[config.mk]
export PLATFORM = sky130hd
export DESIGN_NAME = cofre_senha_seq_flat
export DESIGN_NICKNAME = d
export VERILOG_FILES = /design/src/rtl/cofre_senha_seq_if.sv /design/src/rtl/cofre_senha_seq.sv /design/src/flat_wrapper.sv
export SDC_FILE = /design/constraint.sdc
export NUM_CORES = 1
export LEC_CHECK = 0
export ABC_AREA = 1
export CAP_MARGIN = 20
export CORE_AREA = 5 5 88 90
export DETAILED_ROUTE_END_ITERATION = 10
export DIE_AREA = 0 0 93 95
export GPL_TIMING_DRIVEN = 0
export PLACE_DENSITY = 0.73
export SKIP_CTS_REPAIR_TIMING = 1
export SLEW_MARGIN = 20
export SYNTH_ARGS = -nofsm -noshare
export SYNTH_HDL_FRONTEND = slang
export SYNTH_SLANG_ARGS = --single-unit
export TNS_END_PERCENT = 1
[constraint.sdc]
create_clock -name clk -period 1.67 [get_ports clk]
set_input_delay 0.167 -clock clk [delete_from_list [all_inputs] [get_ports clk]]
set_output_delay 0.167 -clock clk [all_outputs]
set_load 0.02 [all_outputs]
[src/rtl/cofre_senha_seq_if.sv]
`default_nettype none
// ============================================================================
//  Module      : cofre_senha_seq_if
//  Description : Strobe/status bundle between the board-level top (master)
//                and the multi-digit code controller (slave).
//  Revision    : 1.0 - initial release
// ============================================================================
interface cofre_senha_seq_if #(
  parameter int DIGITS    = 4,
  parameter int DIGIT_W   = 4,
  parameter int MAX_TRIES = 3
);
  localparam int CNT_W = $clog2(DIGITS + 1);
  localparam int TRY_W = $clog2(MAX_TRIES + 1);

  logic               enter_i;
  logic [DIGIT_W-1:0] digit_i;
  logic               close_i;
  logic               prog_i;
  logic               h_i;

  logic               open_o;
  logic               locked_out_o;
  logic               err_o;
  logic [CNT_W-1:0]   digits_in_o;
  logic [TRY_W-1:0]   tries_left_o;
  logic [2:0]         estado_o;

  modport master (
    output enter_i, digit_i, close_i, prog_i, h_i,
    input  open_o, locked_out_o, err_o, digits_in_o, tries_left_o, estado_o
  );

  modport slave (
    input  enter_i, digit_i, close_i, prog_i, h_i,
    output open_o, locked_out_o, err_o, digits_in_o, tries_left_o, estado_o
  );
endinterface
`default_nettype wire

[src/rtl/cofre_senha_seq.sv]
`default_nettype none
// ============================================================================
//  Module      : cofre_senha_seq
//  Description : Multi-digit safe code controller: digit entry with idle
//                timeout, code check, open/relock, code reprogramming while
//                open, and timed lockout after repeated failures.
//                Optional macro COFRE_EMERG_EN enables the emergency key H.
//  Revision    : 1.0 - initial release
// ============================================================================
module cofre_senha_seq #(
  parameter int                          DIGITS        = 4,
  parameter int                          DIGIT_W       = 4,
  parameter logic [DIGITS*DIGIT_W-1:0]   DEFAULT_PW    = 16'h1234,
  parameter int                          MAX_TRIES     = 3,
  parameter int                          LOCK_CYCLES   = 20,
  parameter int                          ENTRY_TIMEOUT = 10
) (
  input  logic             clk,
  input  logic             rst_n,
  cofre_senha_seq_if.slave bus
);

  localparam int PW_W    = DIGITS * DIGIT_W;
  localparam int CNT_W   = $clog2(DIGITS + 1);
  localparam int TRY_W   = $clog2(MAX_TRIES + 1);
  localparam int TMR_MAX = (LOCK_CYCLES > ENTRY_TIMEOUT) ? LOCK_CYCLES : ENTRY_TIMEOUT;
  localparam int TMR_W   = $clog2(TMR_MAX + 1);

  localparam logic [2:0] S_IDLE   = 3'd0;
  localparam logic [2:0] S_ENTRY  = 3'd1;
  localparam logic [2:0] S_CHECK  = 3'd2;
  localparam logic [2:0] S_OPEN   = 3'd3;
  localparam logic [2:0] S_PROG   = 3'd4;
  localparam logic [2:0] S_LOCKED = 3'd5;

  localparam logic [CNT_W-1:0] LAST_DIGIT = CNT_W'(DIGITS - 1);
  localparam logic [TRY_W-1:0] TRIES_FULL = TRY_W'(MAX_TRIES);
  localparam logic [TMR_W-1:0] TO_LAST    = TMR_W'(ENTRY_TIMEOUT - 1);
  localparam logic [TMR_W-1:0] LOCK_LAST  = TMR_W'(LOCK_CYCLES - 1);

  logic [2:0]       state_q, state_d;
  logic [PW_W-1:0]  buf_q,   buf_d;
  logic [PW_W-1:0]  code_q,  code_d;
  logic [CNT_W-1:0] cnt_q,   cnt_d;
  logic [TRY_W-1:0] tries_q, tries_d;
  logic [TMR_W-1:0] tmr_q,   tmr_d;
  logic             open_q,  open_d;
  logic             lock_q,  lock_d;
  logic             err_q,   err_d;

  logic [PW_W-1:0]  w_shift;
  logic             w_mismatch;
  logic             w_emerg;

  // Capture buffer with the incoming digit shifted in at the LS position
  generate
    if (DIGITS == 1) begin : g_shift_single
      assign w_shift = bus.digit_i;
    end else begin : g_shift_multi
      assign w_shift = {buf_q[PW_W-DIGIT_W-1:0], bus.digit_i};
    end
  endgenerate

  assign w_mismatch = (buf_q != code_q);

`ifdef COFRE_EMERG_EN
  assign w_emerg = bus.h_i;
`else
  // Key input kept only for pin compatibility
  logic w_unused_h;
  assign w_unused_h = bus.h_i;
  assign w_emerg    = 1'b0;
`endif

  // State and datapath registers, asynchronously cleared to the power-on code
  always_ff @(posedge clk or negedge rst_n) begin
    if (!rst_n) begin
      state_q <= S_IDLE;
      buf_q   <= '0;
      code_q  <= DEFAULT_PW;
      cnt_q   <= '0;
      tries_q <= TRIES_FULL;
      tmr_q   <= '0;
      open_q  <= 1'b0;
      lock_q  <= 1'b0;
      err_q   <= 1'b0;
    end else begin
      state_q <= state_d;
      buf_q   <= buf_d;
      code_q  <= code_d;
      cnt_q   <= cnt_d;
      tries_q <= tries_d;
      tmr_q   <= tmr_d;
      open_q  <= open_d;
      lock_q  <= lock_d;
      err_q   <= err_d;
    end
  end

  // Next-state and datapath update; emergency key overrides everything last
  always_comb begin
    state_d = state_q;
    buf_d   = buf_q;
    code_d  = code_q;
    cnt_d   = cnt_q;
    tries_d = tries_q;
    tmr_d   = tmr_q;
    case (state_q)
      S_IDLE: begin
        if (bus.enter_i) begin
          buf_d   = w_shift;
          cnt_d   = cnt_q + CNT_W'(1);
          tmr_d   = '0;
          state_d = (DIGITS == 1) ? S_CHECK : S_ENTRY;
        end
      end
      S_ENTRY: begin
        if (bus.enter_i) begin
          buf_d = w_shift;
          cnt_d = cnt_q + CNT_W'(1);
          tmr_d = '0;
          if (cnt_q == LAST_DIGIT) state_d = S_CHECK;
        end else if (tmr_q == TO_LAST) begin
          // Abandoned entry: discard silently, no failure counted
          state_d = S_IDLE;
          buf_d   = '0;
          cnt_d   = '0;
          tmr_d   = '0;
        end else begin
          tmr_d = tmr_q + TMR_W'(1);
        end
      end
      S_CHECK: begin
        buf_d = '0;
        cnt_d = '0;
        tmr_d = '0;
        if (!w_mismatch) begin
          state_d = S_OPEN;
          tries_d = TRIES_FULL;
        end else begin
          tries_d = tries_q - TRY_W'(1);
          state_d = (tries_q == TRY_W'(1)) ? S_LOCKED : S_IDLE;
        end
      end
      S_OPEN: begin
        if (bus.close_i) begin
          state_d = S_IDLE;
        end else if (bus.prog_i && bus.enter_i) begin
          if (DIGITS == 1) begin
            code_d = w_shift;
          end else begin
            buf_d   = w_shift;
            cnt_d   = cnt_q + CNT_W'(1);
            state_d = S_PROG;
          end
        end
      end
      S_PROG: begin
        // Aborts win over a same-cycle digit; the old code is kept
        if (bus.close_i || !bus.prog_i) begin
          state_d = bus.close_i ? S_IDLE : S_OPEN;
          buf_d   = '0;
          cnt_d   = '0;
        end else if (bus.enter_i) begin
          if (cnt_q == LAST_DIGIT) begin
            code_d  = w_shift;
            buf_d   = '0;
            cnt_d   = '0;
            state_d = S_OPEN;
          end else begin
            buf_d = w_shift;
            cnt_d = cnt_q + CNT_W'(1);
          end
        end
      end
      S_LOCKED: begin
        if (tmr_q == LOCK_LAST) begin
          state_d = S_IDLE;
          tmr_d   = '0;
          tries_d = TRIES_FULL;
        end else begin
          tmr_d = tmr_q + TMR_W'(1);
        end
      end
      default: begin
        state_d = S_IDLE;
        buf_d   = '0;
        cnt_d   = '0;
        tmr_d   = '0;
      end
    endcase
    if (w_emerg) begin
      state_d = S_OPEN;
      buf_d   = '0;
      code_d  = code_q;
      cnt_d   = '0;
      tmr_d   = '0;
      tries_d = TRIES_FULL;
    end
  end

  // Registered status flags decoded from the upcoming state
  always_comb begin
    open_d = (state_d == S_OPEN) || (state_d == S_PROG);
    lock_d = (state_d == S_LOCKED);
    err_d  = (state_q == S_CHECK) && w_mismatch && !w_emerg;
  end

  assign bus.open_o       = open_q;
  assign bus.locked_out_o = lock_q;
  assign bus.err_o        = err_q;
  assign bus.digits_in_o  = cnt_q;
  assign bus.tries_left_o = tries_q;
  assign bus.estado_o     = state_q;

endmodule
`default_nettype wire

[src/flat_wrapper.sv]
// flat-port wrapper written by rule: the top's interface ports become plain ports
module cofre_senha_seq_flat 
#(
  parameter int                          DIGITS        = 4,
  parameter int                          DIGIT_W       = 4,
  parameter logic [DIGITS*DIGIT_W-1:0]   DEFAULT_PW    = 16'h1234,
  parameter int                          MAX_TRIES     = 3,
  parameter int                          LOCK_CYCLES   = 20,
  parameter int                          ENTRY_TIMEOUT = 10
)
  (clk, rst_n, bus_enter_i, bus_digit_i, bus_close_i, bus_prog_i, bus_h_i, bus_open_o, bus_locked_out_o, bus_err_o, bus_digits_in_o, bus_tries_left_o, bus_estado_o);
  cofre_senha_seq_if #(.DIGITS(DIGITS), .DIGIT_W(DIGIT_W), .MAX_TRIES(MAX_TRIES)) bus_i ();
  input  logic clk;
  input  logic rst_n;
  input wire logic [$bits(bus_i.enter_i)-1:0] bus_enter_i;
  input wire logic [$bits(bus_i.digit_i)-1:0] bus_digit_i;
  input wire logic [$bits(bus_i.close_i)-1:0] bus_close_i;
  input wire logic [$bits(bus_i.prog_i)-1:0] bus_prog_i;
  input wire logic [$bits(bus_i.h_i)-1:0] bus_h_i;
  output wire logic [$bits(bus_i.open_o)-1:0] bus_open_o;
  output wire logic [$bits(bus_i.locked_out_o)-1:0] bus_locked_out_o;
  output wire logic [$bits(bus_i.err_o)-1:0] bus_err_o;
  output wire logic [$bits(bus_i.digits_in_o)-1:0] bus_digits_in_o;
  output wire logic [$bits(bus_i.tries_left_o)-1:0] bus_tries_left_o;
  output wire logic [$bits(bus_i.estado_o)-1:0] bus_estado_o;
  assign bus_i.enter_i = bus_enter_i;
  assign bus_i.digit_i = bus_digit_i;
  assign bus_i.close_i = bus_close_i;
  assign bus_i.prog_i = bus_prog_i;
  assign bus_i.h_i = bus_h_i;
  assign bus_open_o = bus_i.open_o;
  assign bus_locked_out_o = bus_i.locked_out_o;
  assign bus_err_o = bus_i.err_o;
  assign bus_digits_in_o = bus_i.digits_in_o;
  assign bus_tries_left_o = bus_i.tries_left_o;
  assign bus_estado_o = bus_i.estado_o;
  cofre_senha_seq #(.DIGITS(DIGITS), .DIGIT_W(DIGIT_W), .DEFAULT_PW(DEFAULT_PW), .MAX_TRIES(MAX_TRIES), .LOCK_CYCLES(LOCK_CYCLES), .ENTRY_TIMEOUT(ENTRY_TIMEOUT)) u_core (.clk(clk), .rst_n(rst_n), .bus(bus_i));
endmodule
# ---- Word level (Yosys, flattened, before mapping)
# Index checks and enable logic that the tools add are counted.
dict set report totals {
  regBits 48
  inputBits 10
}
dict set report classes {
  muxes 40
  n_bitwise 3
  n_eq_ne 19
  addsub 3
  n_reduce_logical 12
}
# cell n
set ops {}
lappend ops {{two-way mux 16 bit} 8}
lappend ops {{one-hot mux 16 bit (5 select lines)} 1}
lappend ops {{two-way mux 3 bit} 20}
lappend ops {{two-way mux 5 bit} 4}
lappend ops {{one-hot mux 5 bit (4 select lines)} 1}
lappend ops {{one-hot mux 3 bit (6 select lines)} 1}
lappend ops {{!= test 16 bit} 1}
lappend ops {{one-hot mux 3 bit (5 select lines)} 1}
lappend ops {{== test 3 x 2 -> 1 bit (second input constant)} 4}
lappend ops {{== test 3 bit (second input constant)} 4}
lappend ops {{two-way mux 2 bit} 3}
lappend ops {{!= test 3 x 2 -> 1 bit (second input constant)} 2}
lappend ops {{AND reduction 6 bit} 1}
lappend ops {{adder 5 x 1 -> 5 bit (second input constant)} 1}
lappend ops {{== test 5 x 4 -> 1 bit (second input constant)} 1}
lappend ops {{== test 5 bit (second input constant)} 1}
lappend ops {{!= test 2 x 1 -> 1 bit (second input constant)} 2}
lappend ops {{!= test 2 bit (second input constant)} 2}
lappend ops {{one-hot mux 2 bit (2 select lines)} 1}
lappend ops {{AND reduction 2 bit} 2}
lappend ops {{AND reduction 4 bit} 1}
lappend ops {{adder 3 x 1 -> 3 bit (second input constant)} 1}
lappend ops {{== test 3 x 1 -> 1 bit (second input constant)} 1}
lappend ops {{zero test 3 bit} 1}
lappend ops {{other kinds (8)} 12}

# ---- Logic depth before layout (Yosys ltp)
# Gate-level depths: netlist of run 1.
dict set report logic_depth {
  depth_word 7
  mapped_depth 12
}

# ---- Worst setup path after synthesis of run 1
# No wires, ideal clock.
dict set report synth_path {
  kind {reg-to-reg}
  start {reg u_core.cnt_q[0], in the netlist u_core.bus.digits_in_o[0]}
  end {reg u_core.cnt_q[0], in the netlist u_core.bus.digits_in_o[0]}
  t_arrival_ps 1728
  path_slack_ps -123
  period_less_slack_ps 1793
  path_stages_with_launch 9
  setup_time_ps 66
  path_cell_list {dfrtp_1 -> ha_1 -> ha_1 -> clkinv_1 -> clkbuf_1 -> nand4_1 -> o311ai_0 -> nand3_1 -> nand2_1}
}
dict set report synth_between {
  elab_chain_len 5
  elab_cells_between_ends 10
  classes_between {add/sub (1); eq/ne (1); mux (8)}
}
# item line_no
set synth_lines {}
lappend synth_lines {{from (decl)} cofre_senha_seq.sv:44} ;# logic [CNT_W-1:0] cnt_q, cnt_d;
lappend synth_lines {{from (signal assigned)} cofre_senha_seq.sv:91} ;# cnt_q <= cnt_d;
lappend synth_lines {{adder 3 x 1 -> 3 bit or == test 3 x 2 -> 1 bit (tied branches)} n/a}
lappend synth_lines {{two-way mux 3 bit} cofre_senha_seq.sv:165} ;# if (cnt_q == LAST_DIGIT) begin
lappend synth_lines {{two-way mux 3 bit} cofre_senha_seq.sv:164} ;# end else if (bus.enter_i) begin
lappend synth_lines {{two-way mux 3 bit} cofre_senha_seq.sv:160} ;# if (bus.close_i || !bus.prog_i) begin
lappend synth_lines {{one-hot mux 3 bit (5 select lines) (*)} cofre_senha_seq.sv:108} ;# case (state_q)
# Mark *: on every way between the ends. The rest lies on a longest branch, timed or not. The select of a mux whose other input is x is not followed.
# A chain may end at the register's enable or synchronous reset.

# ---- Worst setup path after layout of run 1
dict set report layout_path {
  start {reg u_core.tmr_q[1]}
  end {reg u_core.buf_q[4]}
}
dict set report layout_between {
  elab_chain_len 3
}
# item line_no
set layout_lines {}
lappend layout_lines {{from (decl)} cofre_senha_seq.sv:46} ;# logic [TMR_W-1:0] tmr_q, tmr_d;
lappend layout_lines {{from (signal assigned)} cofre_senha_seq.sv:93} ;# tmr_q <= tmr_d;
lappend layout_lines {{== test 5 x 4 -> 1 bit} cofre_senha_seq.sv:123} ;# end else if (tmr_q == TO_LAST) begin
lappend layout_lines {{!= test 3 x 2 -> 1 bit (no source line)} n/a}
lappend layout_lines {{AND reduction 6 bit (no source line)} n/a}
lappend layout_lines {{to (signal assigned)} cofre_senha_seq.sv:89} ;# buf_q <= buf_d;
lappend layout_lines {{to (decl)} cofre_senha_seq.sv:42} ;# logic [PW_W-1:0] buf_q, buf_d;
# No other way between the ends.

==> summary.txt, run 1 <==
Antenna Nets Post-Route: 0
placed insts: 515
required time of the worst setup path: 1880 ps
post-place setup slack: -279.2 ps
routed length per instance: 15.11 um
clock share of power: 14.9%
Port Buf Inserts: 19
CTS tree: built
DR vias: 2926
Post-Syn Instances: 413
crit path capture type: register
GP Congestion: 0.9070
internal power: 3.233 mW
worst rel slew slack: 69.36%
asr flop ratio synth: 100.0%
Max IR drop VDD: 0.9498 mV
die height: 95 um
CTS Buffer Depth: 2
Lkg Pwr: 1.735 nW
TritonCTS buffer count: 5
Pwr Density: 1558 mW/mm^2
leading area contributor after synthesis: dfrtp_1
CP dominant cell by count: nand2_1
n_diodes: 0
CTS sink cnt: 48
Netlist Area Pre-Place: 0.002974 mm^2
Fin Setup TNS: -1542 ps
layout cells sized above 1: 19.47%
XOR/XNOR Fraction of Synth Area: 0.5890%
fin cells: 539
Yosys Warn Count: 0
number of max-cap violations: 0
pin slew with the least headroom to its limit: 453.8 ps
delay of the slowest cell on the worst path: 400 ps
final setup margin: -108.5 ps
global-route wire length before repair: 12980 um
final setup vio count: 19
Overall Power: 5.805 mW
GRT overflow: 0
sequential-to-total area share from yosys stat: 40.68%
htree depth: 2
final core occ: 53.37%
Worst Setup SP: u_core.tmr_q[1]
Area after DPL: 0.003286 mm^2
Post-Synth Simple-Gate Area: 32.90%
die extent in x: 93 um
Syn Area/Cell: 7.201 um^2
syn nets: 429
compound-cell area share of the yosys netlist: 11.78%
share of the synthesized area in the top cell type: 34.50%
HPWL Detailed: 5437 um
I/O pin count: 21
via/cell ratio: 5.429
r2r startpoint: u_core.tmr_q[1]
die area: 0.008835 mm^2
post-synth cell types: 32
number of synthesized flops with an enable pin: 0
area grow syn2layout: 25.28%
ys flop type: dfrtp_1
synthesized-area fraction occupied by adder cells: 2.524%
Residual DRC: 0
Finished Cell Area: 0.003726 mm^2
cell chain of the critical path: inv_2, ha_4, nand2_4, nor3_4, nor2_1, nand2_1, o2111a_2, nand2_4, clkbuf_16, nand2_1, nand2_1
Max Slew Vio Count: 0
unrepaired setup endpoints after global routing: yes
largest net degree at the start of global routing: 33
CP max FO: 6
Top Family by Delay on Critical Path: simple AND/OR/NAND/NOR gates
Fmax achieved: 562.3 MHz
register share of total power: 30.6%
Period minus WS final: 1779 ps
initial antenna violation count: 0
Setup CP Type: register to register
#FFs+latches synth: 48
final hold viol count: 0
NetSw: 2.573 mW
number of placement rows: 31
combinational share of power: 54.5%
core area: 0.006982 mm^2
crit share post-route: 106.5%
CTS Root Cell: clkbuf_8
number of buffers and inverters on the critical path: 2
top cells by area, synth: dfrtp_1 34%, nand2_1 18%, inv_1 7.1%
GRT Util Overall: 18.44%
Sw Ratio: 44.32%
mux contribution to synthesized area: 0%
main combinational cell family by area after synthesis: simple AND/OR/NAND/NOR gates
latest clock arrival within the worst-skew pair: 310 ps
fin nets: 472
Max stage delay cell, worst path: dfrtp_1
clk_skew: 11.84 ps
Detailed Route Iter0 Violations: 238
crit path DAT: 1990 ps
number of global-route vias before repair: 2745
status: finished, violations left
startpoint types: register
CTS clk-pin slew, worst paths: 100 ps
Detailed Routing Iterations Pass 1: 5
HP Class: input port to async pin
hold_ws: 321.6 ps
Initial Utilization: 42.60%
routed wire length: 8146 um
failing checks: setup timing
## cell type report
type / instances / area (um^2)
flip-flops and latches: 48 / 1212
inverters: 62 / 235.2
repair buffers: 36 / 374.1
clock buffers: 5 / 68.82
multi-input cells: 286 / 1551
plain buffers: 17 / 138.9
clock inverters: 3 / 42.54
well taps: 82 / 102.6
fillers: 655 / 3256
## placed cells by master (no fill, tap or decap), drive strengths merged
master,netlist,layout
dfstp,7,7
nor2,27,27
dlygate4sd3,0,1
dlymetal6s2s,0,3
nor3,4,4
a31oi,1,1
dfrtp,41,41
nand2,147,147
o311ai,17,17
clkinvlp,0,1
clkbuf,5,11
inv,61,62
clkinv,1,1
o21ai,23,23
nand4,20,20
xor2,2,2
o2111a,1,1
o22ai,2,2
clkdlybuf4s50,0,15
buf,12,28
bufinv,0,1
a21oi,8,8
ha,6,6
nand3,28,28
## power groups by stage
| stage | logic (mW) | registers, mW | clock network (mW) |
|---|---|---|---|
| floorplan | 1.60 | 1.81 | 0 |
| global placement | 2.35 | 1.76 | 0 |
| detailed placement | 2.43 | 1.77 | 0 |
| CTS | 2.43 | 1.75 | 0.884 |
| global route | 3.50 | 1.81 | 0.945 |
| finish | 3.17 | 1.77 | 0.866 |
## registers in the layout, indices dropped and copies added, names as in the netlist
signal                   cells
u_core.buf_q                16
u_core.code_q               16
u_core.tmr_q                 5
u_core.bus.digits_in_o       3
u_core.bus.estado_o          3
u_core.bus.tries_left_o      2
u_core.bus.err_o             1
u_core.bus.locked_out_o      1
u_core.bus.open_o            1
## kinds of logic after synthesis
kind of cell,after synthesis
and+or+nand+nor,226
buffers and inverters,79
AOI/OAI and AO/OA,52
DFF,48
adders and majority gates,6
xor gates and xnor gates,2
## worst paths after layout
path | end | slack [ps] | cells past startpoint
worst max-delay path | u_core.buf_q[4] | -110 | 11
worst min-delay path | u_core.code_q[10] | 320 | 2
worst max register to register | u_core.buf_q[4] | -110 | 11
worst min register to register | u_core.buf_q[12] | 500 | 2
max in group asynchronous | u_core.bus.tries_left_o[0] | 750 | 3
min in group clk | u_core.code_q[2] | 470 | 3
## metal layers
layer | track usage (%) | up-vias | part of all wire [%]
li1 | - | 1429 | -
met1 | 23.92 | 1372 | 43
met2 | 30.17 | 107 | 49
met3 | 3.904 | 18 | 6.1
met4 | 7.204 | 0 | 2.2
met5 | 0 | - | 0
## Yosys cell counts, drive strengths merged (4+ instances only)
cell	n
o21ai	23
nand2	147
dfrtp	41
nand4	20
clkbuf	5
inv	61
nor2	27
nor3	4
ha	6
dfstp	7
o311ai	17
a21oi	8
buf	12
nand3	28
(Power assumes the default switching activity.)
==> run 2, diff against run 1 <==
- SLEW_MARGIN: 20 -> default
==> results of run 2 <==
Final layout, timing and power as in run 1 (identical DEF).
